## src/rtl/wb_fetch_burst_pkg.sv

```systemverilog
// Shared types for the Wishbone block-fetch unit: FSM state encoding and
// classification of a single slave response.
package wb_fetch_burst_pkg;

  typedef enum logic [1:0] {
    ST_IDLE      = 2'd0,
    ST_ISSUE     = 2'd1,
    ST_DRAIN_RTY = 2'd2,
    ST_DRAIN_ERR = 2'd3
  } state_e;

  typedef enum logic [1:0] {
    RSP_NONE = 2'd0,
    RSP_ACK  = 2'd1,
    RSP_RTY  = 2'd2,
    RSP_ERR  = 2'd3
  } rsp_e;

  // A slave asserting several response lines at once is faulty; the most
  // severe one wins and any accompanying ack is discarded.
  function automatic rsp_e rsp_class(input logic ack, input logic rty, input logic err);
    if (err)      return RSP_ERR;
    else if (rty) return RSP_RTY;
    else if (ack) return RSP_ACK;
    else          return RSP_NONE;
  endfunction

endpackage

```

## src/rtl/wb_outstanding.sv

```systemverilog
// Up/down counter of in-flight bus requests; shared by the fetch and store
// engines to throttle the strobe at MAXOUT.
module wb_outstanding #(
  parameter int MAXOUT = 4,
  parameter int OBITS  = 3
) (
  input  logic clk_i,
  input  logic rst_i,
  input  logic inc_i,
  input  logic dec_i,
  output logic full_o,
  output logic empty_o
);

  localparam logic [OBITS-1:0] ONE  = OBITS'(1);
  localparam logic [OBITS-1:0] FULL = OBITS'(MAXOUT);

  logic [OBITS-1:0] count_q, count_d;

  always_comb begin
    // NOTE: assign the default first so every path writes count_d; otherwise
    // synthesis infers a latch.
    count_d = count_q;
    if (inc_i && !dec_i)      count_d = count_q + ONE;
    else if (dec_i && !inc_i) count_d = count_q - ONE;
  end

  always_ff @(posedge clk_i or posedge rst_i) begin
    // NOTE: non-blocking assignments for state, so every register samples the
    // pre-edge values regardless of block ordering.
    if (rst_i) count_q <= '0;
    else       count_q <= count_d;
  end

  assign full_o  = (count_q == FULL);
  assign empty_o = (count_q == '0);

endmodule

```

## src/rtl/wb_fetch_burst.sv

```systemverilog
// Pipelined Wishbone block fetch with bounded outstanding requests, retry
// replay and error abort; streams acked words in order to a sink.
module wb_fetch_burst
  import wb_fetch_burst_pkg::*;
#(
  parameter int ABITS   = 9,
  parameter int WIDTH   = 32,
  parameter int LBITS   = 8,
  parameter int MAXOUT  = 4,
  parameter int OBITS   = 3,
  parameter int RETRIES = 3,
  parameter int RBITS   = 2
) (
  input  logic             clk_i,
  input  logic             rst_i,
  input  logic             fetch_i,
  input  logic [ABITS-1:0] base_i,
  input  logic [LBITS-1:0] count_i,
  output logic             busy_o,
  output logic             ready_o,
  output logic             error_o,
  output logic             cyc_o,
  output logic             stb_o,
  output logic             we_o,
  output logic [ABITS-1:0] adr_o,
  input  logic             ack_i,
  input  logic             wat_i,
  input  logic             rty_i,
  input  logic             err_i,
  input  logic [WIDTH-1:0] dat_i,
  output logic             valid_o,
  output logic [WIDTH-1:0] data_o,
  output logic             last_o
);

  localparam logic [ABITS-1:0] ONE_A     = ABITS'(1);
  localparam logic [LBITS-1:0] ONE_L     = LBITS'(1);
  localparam logic [RBITS-1:0] ONE_R     = RBITS'(1);
  localparam logic [RBITS-1:0] RETRY_MAX = RBITS'(RETRIES);

  state_e           state_q,  state_d;
  logic [ABITS-1:0] base_q,   base_d;
  logic [LBITS-1:0] count_q,  count_d;
  logic [ABITS-1:0] adr_q,    adr_d;
  logic [LBITS-1:0] issued_q, issued_d;
  logic [LBITS-1:0] acked_q,  acked_d;
  logic [RBITS-1:0] retry_q,  retry_d;
  logic             error_q,  error_d;
  logic             ready_q,  ready_d;
  logic             valid_q,  valid_d;
  logic             last_q,   last_d;
  logic [WIDTH-1:0] data_q,   data_d;

  logic out_full, out_empty;
  logic accept;
  rsp_e rsp;

  assign cyc_o  = (state_q != ST_IDLE);
  assign busy_o = cyc_o;
  assign stb_o  = (state_q == ST_ISSUE) && (issued_q != count_q) && !out_full;
  assign accept = stb_o && !wat_i;
  // Responses only count while a cycle is open and something is in flight.
  assign rsp    = (cyc_o && !out_empty) ? rsp_class(ack_i, rty_i, err_i) : RSP_NONE;

  wb_outstanding #(
    .MAXOUT (MAXOUT),
    .OBITS  (OBITS)
  ) u_outstanding (
    .clk_i   (clk_i),
    .rst_i   (rst_i),
    .inc_i   (accept),
    .dec_i   (rsp != RSP_NONE),
    .full_o  (out_full),
    .empty_o (out_empty)
  );

  always_comb begin
    state_d  = state_q;
    base_d   = base_q;
    count_d  = count_q;
    adr_d    = adr_q;
    issued_d = issued_q;
    acked_d  = acked_q;
    retry_d  = retry_q;
    error_d  = error_q;
    data_d   = data_q;
    ready_d  = 1'b0;
    valid_d  = 1'b0;
    last_d   = 1'b0;

    unique case (state_q)
      ST_IDLE: begin
        if (fetch_i) begin
          error_d = 1'b0;
          if (count_i == '0) begin
            ready_d = 1'b1;
          end else begin
            state_d  = ST_ISSUE;
            base_d   = base_i;
            count_d  = count_i;
            adr_d    = base_i;
            issued_d = '0;
            acked_d  = '0;
            retry_d  = '0;
          end
        end
      end

      ST_ISSUE: begin
        if (accept) begin
          adr_d    = adr_q + ONE_A;
          issued_d = issued_q + ONE_L;
        end
        unique case (rsp)
          RSP_ERR: state_d = ST_DRAIN_ERR;
          RSP_RTY: begin
            if (retry_q == RETRY_MAX) begin
              state_d = ST_DRAIN_ERR;
            end else begin
              retry_d = retry_q + ONE_R;
              state_d = ST_DRAIN_RTY;
            end
          end
          RSP_ACK: begin
            data_d  = dat_i;
            valid_d = 1'b1;
            acked_d = acked_q + ONE_L;
            if (acked_q + ONE_L == count_q) begin
              last_d  = 1'b1;
              ready_d = 1'b1;
              state_d = ST_IDLE;
            end
          end
          default: ;
        endcase
      end

      ST_DRAIN_RTY: begin
        // Late responses are dropped; replay resumes at the first un-acked word.
        if (out_empty) begin
          issued_d = acked_q;
          adr_d    = base_q + ABITS'(acked_q);
          state_d  = ST_ISSUE;
        end
      end

      ST_DRAIN_ERR: begin
        if (out_empty) begin
          error_d = 1'b1;
          ready_d = 1'b1;
          state_d = ST_IDLE;
        end
      end

      default: state_d = ST_IDLE;
    endcase
  end

  always_ff @(posedge clk_i or posedge rst_i) begin
    if (rst_i) begin
      state_q  <= ST_IDLE;
      base_q   <= '0;
      count_q  <= '0;
      adr_q    <= '0;
      issued_q <= '0;
      acked_q  <= '0;
      retry_q  <= '0;
      error_q  <= 1'b0;
      ready_q  <= 1'b0;
      valid_q  <= 1'b0;
      last_q   <= 1'b0;
      data_q   <= '0;
    end else begin
      state_q  <= state_d;
      base_q   <= base_d;
      count_q  <= count_d;
      adr_q    <= adr_d;
      issued_q <= issued_d;
      acked_q  <= acked_d;
      retry_q  <= retry_d;
      error_q  <= error_d;
      ready_q  <= ready_d;
      valid_q  <= valid_d;
      last_q   <= last_d;
      data_q   <= data_d;
    end
  end

  assign we_o    = 1'b0;
  assign adr_o   = adr_q;
  assign error_o = error_q;
  assign ready_o = ready_q;
  assign valid_o = valid_q;
  assign last_o  = last_q;
  assign data_o  = data_q;

endmodule

```

## config.mk

```make
export PLATFORM = sky130hd
export DESIGN_NAME = wb_fetch_burst
export DESIGN_NICKNAME = d
export VERILOG_FILES = /design/src/rtl/wb_fetch_burst_pkg.sv /design/src/rtl/wb_outstanding.sv /design/src/rtl/wb_fetch_burst.sv
export SDC_FILE = /design/constraint.sdc
export NUM_CORES = 1
export LEC_CHECK = 0
export CAP_MARGIN = 15
export CORE_MARGIN = 5
export CORE_UTILIZATION = 45
export CTS_BUF_LIST = sky130_fd_sc_hd__clkbuf_4 sky130_fd_sc_hd__clkbuf_8 sky130_fd_sc_hd__clkbuf_16
export DETAILED_ROUTE_END_ITERATION = 10
export PLACE_DENSITY = 0.72
export SETUP_SLACK_MARGIN = 0.3
export SLEW_MARGIN = 20
export SYNTH_ARGS = -nofsm -noshare
export SYNTH_HDL_FRONTEND = slang
export SYNTH_SLANG_ARGS = --single-unit
```

## constraint.sdc

```tcl
create_clock -name clk_i -period 3.69 [get_ports clk_i]
set_clock_uncertainty 0.2 [all_clocks]
set_input_delay 0.369 -clock clk_i [delete_from_list [all_inputs] [get_ports clk_i]]
set_output_delay 0.369 -clock clk_i [all_outputs]
set_load 0.05 [all_outputs]
```

After elaboration in Yosys (flattened, before gate mapping)
Cells that the tools add are included.

Register bits after elaboration: 85.

Add/sub/neg operators: 7. Equal/unequal tests: 20. Mux-type cells: 43. Bitwise gates (word level): 1. Reductions and logical operators: 27.

Operator list (count): two-way mux 8 bit (5); two-way mux 9 bit (4); one-hot mux 9 bit (3 select lines) (1); two-way mux 2 bit (12); one-hot mux 8 bit (3 select lines) (1); adder 8 x 1 -> 8 bit (second input constant) (2); one-hot mux 8 bit (2 select lines) (1); two-way mux 1 bit (12); == test 2 bit (second input constant) (5); inequality test 2 bit (second input constant) (5); AND reduction 5 bit (2); nonzero test 2 bit (5); adder 9 x 1 -> 9 bit (second input constant) (1); adder 9 x 8 -> 9 bit (1); == test 8 bit (1); zero test 8 bit (1); inequality test 8 bit (1); one-hot mux 2 bit (4 select lines) (1); logical AND 1 bit (6); two-way mux 3 bit (2); inequality test 2 x 1 -> 1 bit (second input constant) (3); one-hot mux 2 bit (3 select lines) (1); AND reduction 3 bit (2); AND reduction 6 bit (1); 17 further kinds (22).

Longest topological paths before layout
Depth in word-level cells: 8. Gate-level depth with buffers: 12. Depth with buffers taken out: 10.

By module
A second synthesis with hierarchy kept.

Cells, all modules: 507. Area, all modules: 4668.2 um2.

By module, submodules not included: wb_fetch_burst (times used 1, cells an instance 492, area each 4495.6 um2); wb_outstanding (times used 1, cells an instance 15, area each 172.7 um2).

Worst setup path before layout
OpenSTA, ideal clock, no wires.

Path type: reg-to-output. Start point: register state_q[1]. End point: output port stb_o. Data arrival time: 2173 ps. Slack: 948 ps. Stages on the path, launching flop included: 7. Buffers on the path: 2. Cells stage by stage: dfrtp_1 inv_1 ha_1 buf_2 inv_1 clkbuf_1 a211oi_1.

Word-level cells in the longest chain between the ends: 3.

Ends and longest elaborated chain: from (decl) (RTL line wb_fetch_burst.sv:41) `state_e state_q, state_d;`; from (signal assigned) (RTL line wb_fetch_burst.sv:174) `state_q <= state_d;`; == test 2 x 1 -> 1 bit (RTL line wb_fetch_burst.sv:60) `assign stb_o = (state_q == ST_ISSUE) && (issued_q != count_q) && !out_full;`; logical AND 1 bit (2 in series) (RTL line wb_fetch_burst.sv:60); to (decl) (RTL line wb_fetch_burst.sv:23) `output logic stb_o,`.

Every way passes these cells.

Worst setup path in the final report
Start point: register issued_q[4]. End point: output port stb_o.

Word-level cells in the longest chain between the ends: 3.

Ends and longest elaborated chain: from (decl) (RTL line wb_fetch_burst.sv:45) `logic [LBITS-1:0] issued_q, issued_d;`; from (signal assigned) (RTL line wb_fetch_burst.sv:178) `issued_q <= issued_d;`; inequality test 8 bit (RTL line wb_fetch_burst.sv:60); logical AND 1 bit (2 in series) (RTL line wb_fetch_burst.sv:60).

Every way passes these cells.

==> flow_metrics.tcl <==
set metrics [dict create \
    status "finished clean" \
    top_usage_layer "met2" \
    yosysWarningCount 0 \
    overflow 0 \
    period_needed_ns 3.09 \
    synthSimpleGateAreaFrac 0.194 \
    yosysUniqueCellTypes 68 \
    grt_pass1_vias 4348 \
    yosys_register_bits 85 \
    power_density_nw_per_um2 922 \
    antenna_found_initial 0 \
    synthAdderAreaFrac 0.0520 \
    synth_area_leaders "dfrtp_1, nand2_1, mux2_2" \
    synth-edff-count 0 \
    cap_viol_max_count 0 \
    synth_xor_area_frac 0.0469 \
    grt_max_degree 43 \
    r2r_setup_slack_ns 0.83 \
    clk_pin_slew_ns 0.10 \
    synthArstFlopShare 1.00 \
    gp_congestion 0.860 \
    drcViolationCount 0 \
    min-delay-path-class "input pin to async pin" \
    wl_mm 13.0 \
    cts_buffers 9 \
    setup_viol 0 \
    synth.mux.area_fraction 0.0773 \
    clock-sinks 85 \
    drt_iter0_markers 272 \
    rsz0062_at_grt "false" \
    via_count 4232 \
    hpwl_mm 9.46 \
    timing.final.crit_share 0.838 \
    synth_top_family_by_area "simple AND/OR/NAND/NOR gates" \
    max_slew_margin 0.371 \
    first_pass_iters 4 \
    root_buffer "clkbuf_8" \
    cts.path.max_buffers 2 \
    ant_nets 0 \
    netlist_area_sq_um 4860 \
    post_cts_buffers 0 \
    die_y_um 114 \
    cp.required_ns 3.12 \
    grtUsageMet3 0.0759 \
    synthFlopType "dfrtp_1" \
    io_pins 105 \
    drive_above_1_share 0.103 \
    avgSynthCellArea_sq_um 9.42 \
    grt_use_met2 0.327 \
    cts.htree.levels 3 \
    synth_compound_area_frac 0.150 \
    die_area_sq_um 13000 \
    n_antenna_cell 0 \
    cts_hold_buf 0 \
    synth_top_cell_area_share 0.438 \
    syn_nets 591 \
    grtUsageTotal 0.207 \
    wl_per_cell_um 17.3 \
    p_leak_nw 2.69 \
    irDropWorstVdd_mv 0.485 \
    initial_utilization 0.454 \
    cp_data_arrival_time_ns 2.52 \
    ctsResizeCount 0 \
    tightest_slew_ns 0.943 \
    hold_viol 0 \
    rows 38 \
    slew_violations 0 \
    core-area_sq_um 10700 \
    port_buffers 103 \
    fmax_mhz 323 \
    cts_tree "built" \
    rr_endpoint "u_outstanding.count_q[1]" \
    critPathCapture "stb_o" \
    crit_path_max_fanout 6 \
    critPathLaunch "issued_q[4]" \
    gr-usage-met1 0.256 \
    netlist_instances 516 \
    r2r_start "issued_q[4]" \
    yosysSeqAreaShare 0.438 \
    grt_pass1_wl_mm 21.3 \
    ff2ff_path_depth 8 \
    dieWidth_um 114 \
    fillers 977 \
    critPathCaptureType "output port" \
    syn2layout_area_growth_pct 26.7 \
    finalSetupTns_ns 0 \
    worstSetupStartpointType "register" \
    finalNetCount 685 \
    synth_top_area_cell "dfrtp_1" \
    power.total_w 0.00568 \
    clk_latency_ns 0.37 \
    viasPerCell 5.61 \
    crit_type "register to output port" \
]
==> critical path: stages, from the launching register on <==
cell and delay, ns:
dfrtp_1 0.45, xor2_1 0.19, nor4_1 0.57, a211oi_1 0.20
clkdlybuf4s50_1 0.74
==> metrics by stage <==
stage | setup slack [ns] | instance area (sq um) | util | hold WS, ns | instances
CTS | 0.564 | 6160 | 0.575 | 0.114 | 754
finish | 0.598 | 6160 | 0.575 | 0.114 | 754
floorplan | 0.928 | 4860 | - | 0.270 | 516
global route | 0.525 | 6160 | 0.575 | 0.149 | 754
global placement | 0.927 | 5980 | 0.559 | 0.256 | 739
detailed placement | 0.835 | 5980 | 0.559 | 0.262 | 739
==> kinds of logic (layout without fill, tap and decap cells) <==
family                     Yosys count  in the layout
AOI/OAI and AO/OA                  102            102
buffers and inverters               42            140
and+or+nand+nor                    209            209
DFF                                 85             85
xor gates and xnor gates            26             26
other                                1              1
muxes                               32             32
adders and majority gates           19             19
==> metal layers <==
| layer | vias up | part of all wire |
|---|---|---|
| li1 | 1998 | - |
| met1 | 2050 | 0.41 |
| met2 | 163 | 0.47 |
| met3 | 21 | 0.095 |
| met4 | 0 | 0.023 |
| met5 | - | 0 |
==> flip-flops by register name, indices dropped and copies added, names as in the netlist <==
register / count
ready_o: 1
valid_o: 1
last_o: 1
count_q: 8
issued_q: 8
u_outstanding.count_q: 3
error_o: 1
acked_q: 8
base_q: 9
data_o: 32
state_q: 2
adr_o: 9
retry_q: 2
==> cell type report <==
type                            instances  area, sq um  area share
Multi-Input combinational cell        389         2530       0.412
Clock buffer                           10          138      0.0224
Inverter                               14         55.1     0.00894
Tap cell                              140          175      0.0285
Clock inverter                          5         36.3     0.00589
Sequential cell                        85         2130       0.346
Timing Repair Buffer                  111         1090       0.177
==> power by group <==
| group | internal, W | switching [W] | leakage, nW | total (W) |
|---|---|---|---|---|
| combinational | 0.00131 | 0.00210 | 1.53 | 0.00340 |
| sequential | 0.00132 | 0.000342 | 1.08 | 0.00166 |
| clock | 0.000260 | 0.000349 | 0.0808 | 0.000609 |
| total | 0.00289 | 0.00279 | 2.69 | 0.00568 |
==> cells in the final DEF, fill, tap and decap left out, drive strengths merged, types with 3 or more instances in the layout <==
cell and instances:
nand2 118, clkinv 3, nor2 27, nand4 3, o31ai 4, xor2 16, buf 8, nor4 6
mux2 29, ha 17, o21a 6, nor3b 6, nand3 13, clkbuf 10, dfrtp 85, a211o 3
clkdlybuf4s50 103, clkinvlp 3, or4 6, a221o 3, a31oi 4, o22ai 3, o21ai 26, a2bb2oi 3
nor3 11, or3 3, xnor2 10, a21oi 16, nand2b 3, a211oi 9, inv 13, a22oi 3
o2bb2ai 3, mux2i 3
==> synth_stat cells (9+ instances only) <==
cell      number
dfrtp_1       85
nand3_1       13
inv_1         13
a211oi_1       9
a21oi_1       15
nand2_1      118
ha_1          17
nor3_1        11
nor2_1        27
buf_2          9
xor2_1        16
mux2_2        24
xnor2_1       10
o21ai_0       24
clkbuf_1      13
==> how the worst min path moves through the flow <==
stage	from	endpoint	slack, ns	cells after the start
6_report	rst_i	u_outstanding.count_q[1]	0.11	2
4_1_cts	rst_i	u_outstanding.count_q[1]	0.11	2
3_3_place_gp	data_o[1]	data_o[1]	0.26	2
2_1_floorplan	retry_q[1]	retry_q[1]	0.27	1
3_5_place_dp	data_o[0]	data_o[0]	0.26	2
5_1_grt	rst_i	u_outstanding.count_q[1]	0.15	2
(Power assumes the default switching activity.)
